`src/rtl/html_char_stream.sv`:
```
// Memory-backed character source for element_parser: fetches one byte per
// next_char request from a 1-cycle-latency byte memory and flags end of stream.
`ifndef CHAR_BITES
`define CHAR_BITES 8
`endif

module html_char_stream #(
   parameter int ADDR_WIDTH = 10,
   parameter int START_ADDR = 0,
   parameter int MAX_LEN    = 1023
) (
   input  logic                    clock,
   input  logic                    reset,
   input  logic                    next_char,
   input  logic [`CHAR_BITES-1:0]  mem_data,
   output logic                    mem_rd,
   output logic [ADDR_WIDTH-1:0]   mem_addr,
   output logic [`CHAR_BITES-1:0]  char,
   output logic                    char_valid,
   output logic                    has_finished,
   output logic [ADDR_WIDTH:0]     char_count
);

   // state | meaning
   // IDLE  | waiting for a rising request
   // FETCH | read strobe on the bus, memory samples it this edge
   // WAIT  | read data present on mem_data
   // HOLD  | char delivered, waiting for the request to drop
   // DONE  | end of stream, frozen until reset
   localparam logic [2:0] S_IDLE  = 3'd0;
   localparam logic [2:0] S_FETCH = 3'd1;
   localparam logic [2:0] S_WAIT  = 3'd2;
   localparam logic [2:0] S_HOLD  = 3'd3;
   localparam logic [2:0] S_DONE  = 3'd4;

   localparam logic [ADDR_WIDTH:0]   MAX_CNT   = (ADDR_WIDTH+1)'(MAX_LEN);
   localparam logic [ADDR_WIDTH-1:0] START_VAL = ADDR_WIDTH'(START_ADDR);

   logic [2:0] state;

   always_ff @(posedge clock) begin
      if (reset) begin
         state        <= S_IDLE;
         mem_rd       <= 1'b0;
         mem_addr     <= START_VAL;
         char         <= '0;
         char_valid   <= 1'b0;
         has_finished <= 1'b0;
         char_count   <= '0;
      end else begin
         case (state)
            S_IDLE: begin
               if (next_char) begin
                  if (char_count >= MAX_CNT) begin
                     has_finished <= 1'b1;
                     state        <= S_DONE;
                  end else begin
                     mem_rd <= 1'b1;
                     state  <= S_FETCH;
                  end
               end
            end
            S_FETCH: begin
               mem_rd <= 1'b0;
               state  <= S_WAIT;
            end
            S_WAIT: begin
               // A NUL terminates the document and is never delivered.
               if (mem_data == '0) begin
                  has_finished <= 1'b1;
                  state        <= S_DONE;
               end else begin
                  char       <= mem_data;
                  char_valid <= 1'b1;
                  char_count <= char_count + (ADDR_WIDTH+1)'(1);
                  mem_addr   <= mem_addr + ADDR_WIDTH'(1);
                  state      <= S_HOLD;
               end
            end
            S_HOLD: begin
               if (!next_char) begin
                  char_valid <= 1'b0;
                  state      <= S_IDLE;
               end
            end
            S_DONE: begin
               mem_rd <= 1'b0;
            end
            default: begin
               mem_rd <= 1'b0;
               state  <= S_IDLE;
            end
         endcase
      end
   end

endmodule

```
`config.mk`:
```
export PLATFORM = sky130hd
export DESIGN_NAME = html_char_stream
export DESIGN_NICKNAME = d
export VERILOG_FILES = /design/src/rtl/html_char_stream.sv
export SDC_FILE = /design/constraint.sdc
export NUM_CORES = 1
export LEC_CHECK = 0
export ABC_AREA = 1
export CAP_MARGIN = 10
export CORE_MARGIN = 5
export CORE_UTILIZATION = 48
export CTS_CLUSTER_SIZE = 40
export DETAILED_ROUTE_END_ITERATION = 8
export GPL_TIMING_DRIVEN = 0
export PLACE_DENSITY = 0.8
export SKIP_LAST_GASP = 1
export SYNTH_ARGS = -nofsm -noshare
export SYNTH_HDL_FRONTEND = slang
export SYNTH_SLANG_ARGS = --single-unit
```
`constraint.sdc`:
```
create_clock -name clock -period 4.3 [get_ports clock]
set_clock_uncertainty 0.05 [all_clocks]
set_input_delay 0.86 -clock clock [delete_from_list [all_inputs] [get_ports clock]]
set_output_delay 0.86 -clock clock [all_outputs]
set_load 0.02 [all_outputs]
```
==> impl_metrics.toml, run 1 <==
[clocking]
numCtsBuffers = 5
clock_latency_ns = 0.34
cts_max_level = 2
cts-resized-gates = 0
cts_buffer_depth = 2
cts_tree = "built"
clkSinkCount = 35
cts_root_buffer = "clkbuf_4"
path_clk_slew_ns = 0.11
cts_hold_repair.buffers = 0
postCtsSetupBuffers = 0

[global_route]
grt_max_degree = 11
grtUsageTotal_pct = 17.6
gr-total-overflow = 0
antenna_found_initial = 0
grt_pass1_wl_mm = 6.91
grt_pass1_vias = 1565

[worst_setup_path]
r2r_slack_ns = 2.64
crit_path_end_kind = "output pin"
cp.required_ns = 3.39
cp-endpoint = "mem_addr[0]"
startpoint = "mem_addr[0]$_SDFFE_PP0P_"
cpLargestDelayFamily = "buffers and inverters"
cp_num_buf_inv = 1
cp.arrival_ns = 1.47
r2r-end = "state[0]$_SDFFE_PP0P_"
r2r-start = "char_count[0]$_SDFFE_PP0P_"
crit_path_start_kind = "register"
cp.depth = 1
max_stage_delay_ns = 0.66
worstPathMaxFanout = 7
crit_chain = "clkdlybuf4s50_1"
criticalPathCategory = "register to output pin"
cp_slowest_cell = "clkdlybuf4s50_1"
rr_worst_depth = 8

[hold_path]
hold_class = "register to register"

[detailed_routing]
drc_errors = 0
detail_route.iter0.violations = 135
vias = 1675
wl_met1_mm = 1.83
first_pass_iters = 4
routed_via_density = 5.01
highest_layer = "met4"
dr_wl_met2_mm = 1.94
wl_per_cell_um = 12.5
wl_met3_um = 341
wl_mm = 4.16
ant_nets = 0

[floorplan]
io_pins = 43
core_um2 = 3360
die_w_um = 69.4
die_y_um = 69.4
initial_core_util_pct = 50.3
num_rows = 21
die_area_um2 = 4810

[synthesis]
ys_seq_elements = 35
synth_top_area_cell = "dfxtp_1"
ys_seq_area_share_pct = 41.4
synthTopCellsByArea = "dfxtp_1 (41%), nand2_1 (11%), nor2_1 (7.8%)"
synthArstFlopShare_pct = 0
syn_area_um2 = 1690
syn_inst = 239
synth_top_area_share_pct = 41.4
yosysUniqueCellTypes = 25
synthFlopType = "dfxtp_1"
synth_edf_count = 0
yosys_warnings = 0
synth_top_cells_by_count = "nand2_1 (51), dfxtp_1 (35), nor2_1 (35)"
syn_avg_cell_area_um2 = 7.08
syn_nets = 252
yosysMostFrequentCell = "nand2_1"

[sta]
post-route-period-util_pct = 55.3
slew_headroom_pct = 67.7
setup_viol = 0
rsz0062_at_grt = "no"
fin_ws_ns = 1.92
hold_violations = 0
fin_crit_ns = 2.38
slew_viol_final = 0
tightest_slew_ns = 0.484
fmax_mhz = 420
finalSetupTns_ns = 0

[placement]
io_buffers = 41
preCtsSetupSlack_ns = 1.73
dp_hpwl_mm = 3.02
gp_congestion = 0.841

[layout]
area_growth_pct = 31.7
layout.nets = 300
antennaDiodeCount = 0
layout-drive-gt1-share_pct = 6.94

[run_status]
status = "completed"

[pwr]
ir_drop_mv = 0.311
power_mw = 1.08
power_density_nw_per_um2 = 487
p_leak_nw = 0.791

[job]
cap_violations = 0
routing by layer:
layer  GRT usage [%]  up-vias
met4            6.72        0
met3            6.67        6
met2            28.3       57
met1            21.3      744
li1                -      868
met5               0        -
worst min-delay path by stage:
stage                              start                        end  slack (ns)  cells past startpoint
2_1_floorplan        mem_rd$_SDFFE_PP0P_        mem_rd$_SDFFE_PP0P_        0.47                      2
3_3_place_gp         mem_rd$_SDFFE_PP0P_        mem_rd$_SDFFE_PP0P_        0.39                      2
3_5_place_dp         mem_rd$_SDFFE_PP0P_        mem_rd$_SDFFE_PP0P_        0.39                      2
4_1_cts              mem_rd$_SDFFE_PP0P_        mem_rd$_SDFFE_PP0P_        0.41                      2
5_1_grt        has_finished$_SDFFE_PP0P_  has_finished$_SDFFE_PP0P_        0.44                      2
6_report             mem_rd$_SDFFE_PP0P_        mem_rd$_SDFFE_PP0P_        0.40                      2
cell usage in the layout, fill, tap and decap left out, types with 2 or more instances in the layout:
cell type / n
nand2_1: 51
clkdlybuf4s50_1: 41
nor2_1: 35
dfxtp_1: 35
inv_1: 25
a21oi_1: 23
o21ai_0: 17
nand3_1: 12
nor3_1: 9
xor2_1: 5
clkbuf_4: 5
clkbuf_1: 4
nand4_1: 4
buf_6: 2
inv_2: 2
buf_2: 2
xnor2_1: 2
nor3b_1: 2
ha_1: 2
clkbuf_8: 2
cell families (layout without fill, tap and decap cells):
group,Yosys count,after routing,synth area share [%]
AND/OR/NAND/NOR,115,115,29.2
flip-flops,35,35,41.4
AO/OA/AOI/OAI,44,44,14.3
adder cells (fa/ha/maj),2,2,1.48
XOR/XNOR,7,7,3.62
buffers and inverters,36,85,9.98
registers in the layout, summed over array words and instances, names as in the netlist:
| register | flops |
|---|---|
| char_count | 11 |
| mem_addr | 10 |
| char | 8 |
| state | 3 |
| char_valid | 1 |
| has_finished | 1 |
| mem_rd | 1 |
per-stage QoR:
step	utilization (%)	hold WS (ns)	std cells	area [µm²]
5_1_grt	66.3	0.439	334	2230
4_1_cts	66.3	0.408	334	2230
6_report	66.3	0.405	334	2230
3_5_place_dp	64.2	0.389	326	2160
2_1_floorplan	-	0.472	239	1690
3_3_place_gp	64.2	0.388	326	2160
final cells by class:
cell class | instances | area [µm²]
Sequential cell | 35 | 701
Timing Repair Buffer | 41 | 410
Fill cell | 327 | 1130
Buffer | 8 | 58.8
Clock buffer | 8 | 68.8
Multi-Input combinational cell | 168 | 823
Tap cell | 46 | 57.6
Inverter | 28 | 110
power breakdown:
part | switching, mW | total (mW) | internal (mW)
clock network | 0.112 | 0.208 | 0.0963
registers | 0.0486 | 0.433 | 0.384
logic | 0.254 | 0.444 | 0.190
total | 0.415 | 1.08 | 0.670
Note: power is estimated with default switching activity, not from simulation.
==> run 2: changes to the inputs <==
- CORE_UTILIZATION: 48 -> 44
- PLACE_DENSITY: 0.8 -> 0.77
- clock period: 4.3 -> 1.9 ns (I/O delays scaled with it)
==> impl_metrics.toml, run 2 (synthesized netlist as in run 1, its figures left out) <==
[layout]
largest_reg_flops = 11
finish.utilization_pct = 61.4
layout_common_cells = "nand2_1 (51), clkdlybuf4s50_1 (41), nor2_1 (35), dfxtp_1 (35), inv_1 (25)"
largest_register = "char_count"
final_common_cell = "nand2_1"
reg_top3 = "char_count (11), mem_addr (10), char (8)"
fin_area_um2 = 2260
stdcell_count = 336
antennaDiodeCount = 0
area_growth_pct = 33.7
layout.nets = 300
layout-drive-gt1-share_pct = 6.94

[clocking]
cts_root_buffer = "clkbuf_8"
numCtsBuffers = 5
path_clk_slew_ns = 0.07
cts-resized-gates = 0
clkSinkCount = 35
cts_tree = "built"
postCtsSetupBuffers = 0
clock_latency_ns = 0.29
cts_hold_repair.buffers = 0
cts_max_level = 2
cts_buffer_depth = 2

[sta]
post-route-period-util_pct = 95.6
slew_viol_final = 0
slew_headroom_pct = 68.1
fmax_mhz = 550
rsz0062_at_grt = "no"
fin_crit_ns = 1.82
tightest_slew_ns = 0.479
setup_viol = 0
hold_violations = 0

[global_route]
grt_max_degree = 11
antenna_found_initial = 0
grt_pass1_wl_mm = 6.98
gr-total-overflow = 0
grtUsageTotal_pct = 17.0
grt_pass1_vias = 1593

[floorplan]
core_um2 = 3690
io_pins = 43
die_y_um = 72.0
die_w_um = 72.0
die_area_um2 = 5190
num_rows = 22
initial_core_util_pct = 45.9

[detailed_routing]
drc_errors = 0
wl_per_cell_um = 12.1
first_pass_iters = 4
vias = 1663
highest_layer = "met4"
routed_via_density = 4.95
wl_mm = 4.07
wl_met3_um = 266
wl_met1_mm = 1.80
dr_wl_met2_mm = 1.97
detail_route.iter0.violations = 118
ant_nets = 0

[worst_setup_path]
cp.arrival_ns = 1.39
cp_slowest_cell = "clkdlybuf4s50_1"
worstPathMaxFanout = 7
cp.required_ns = 1.47
cpLargestDelayFamily = "buffers and inverters"
criticalPathCategory = "register to output pin"
cp_num_buf_inv = 1
max_stage_delay_ns = 0.65
crit_path_end_kind = "output pin"
crit_path_start_kind = "register"
crit_chain = "clkdlybuf4s50_1"

[pwr]
power_mw = 2.59
power_density_nw_per_um2 = 1140
p_leak_nw = 0.804
ir_drop_mv = 0.633

[hold_path]
hold_class = "register to register"

[placement]
dp_hpwl_mm = 3.05
gp_congestion = 0.802
placed_area_um2 = 2160
io_buffers = 41
placedCellCount = 328

[run_status]
status = "completed"

[job]
cap_violations = 0
run 2: cell count changes in the layout (fill, tap and decap cells not counted):
cell	before	now
clkbuf_8	2	7
clkbuf_4	5	0
run 2: path summary, 6_finish.rpt:
kind	from	to	slack [ns]	cells after the start
worst max-delay path	mem_addr[0]$_SDFFE_PP0P_	mem_addr[0]	0.08	1
worst min-delay path	char_valid$_SDFFE_PP0P_	char_valid$_SDFFE_PP0P_	0.41	2
worst max register to register	char_count[0]$_SDFFE_PP0P_	state[0]$_SDFFE_PP0P_	0.31	8
worst min register to register	char_valid$_SDFFE_PP0P_	char_valid$_SDFFE_PP0P_	0.41	2
run 2: through the flow:
step,hold WS [ns],setup TNS (ns),worst slack [ns]
floorplan,0.472,0,0.401
global placement,0.389,-1.67,-0.117
detailed placement,0.406,-2.13,-0.139
CTS,0.411,0,0.0638
global route,0.442,0,0.0124
finish,0.413,0,0.0833
run 2: metal layers:
metal / track usage, % / up-vias
met4: 6.47 / 0
met1: 19.7 / 746
met2: 29.0 / 45
met3: 5.96 / 6
li1: - / 866
met5: 0 / -
run 2: power by group:
group          total, mW  switching (mW)  internal [mW]  leakage (nW)
combinational       1.01           0.576          0.430         0.469
sequential         0.986           0.116          0.870         0.284
clock              0.594           0.263          0.331        0.0515
total               2.59           0.956           1.63         0.804
run 2: area by class of cell:
class / instances / area [µm²]
buffer: 8 / 58.8
clock buffer: 8 / 100
fill: 364 / 1430
inverter: 28 / 110
multi-input combinational: 168 / 823
sequential: 35 / 701
tap: 48 / 60.1
timing repair buffer: 41 / 410
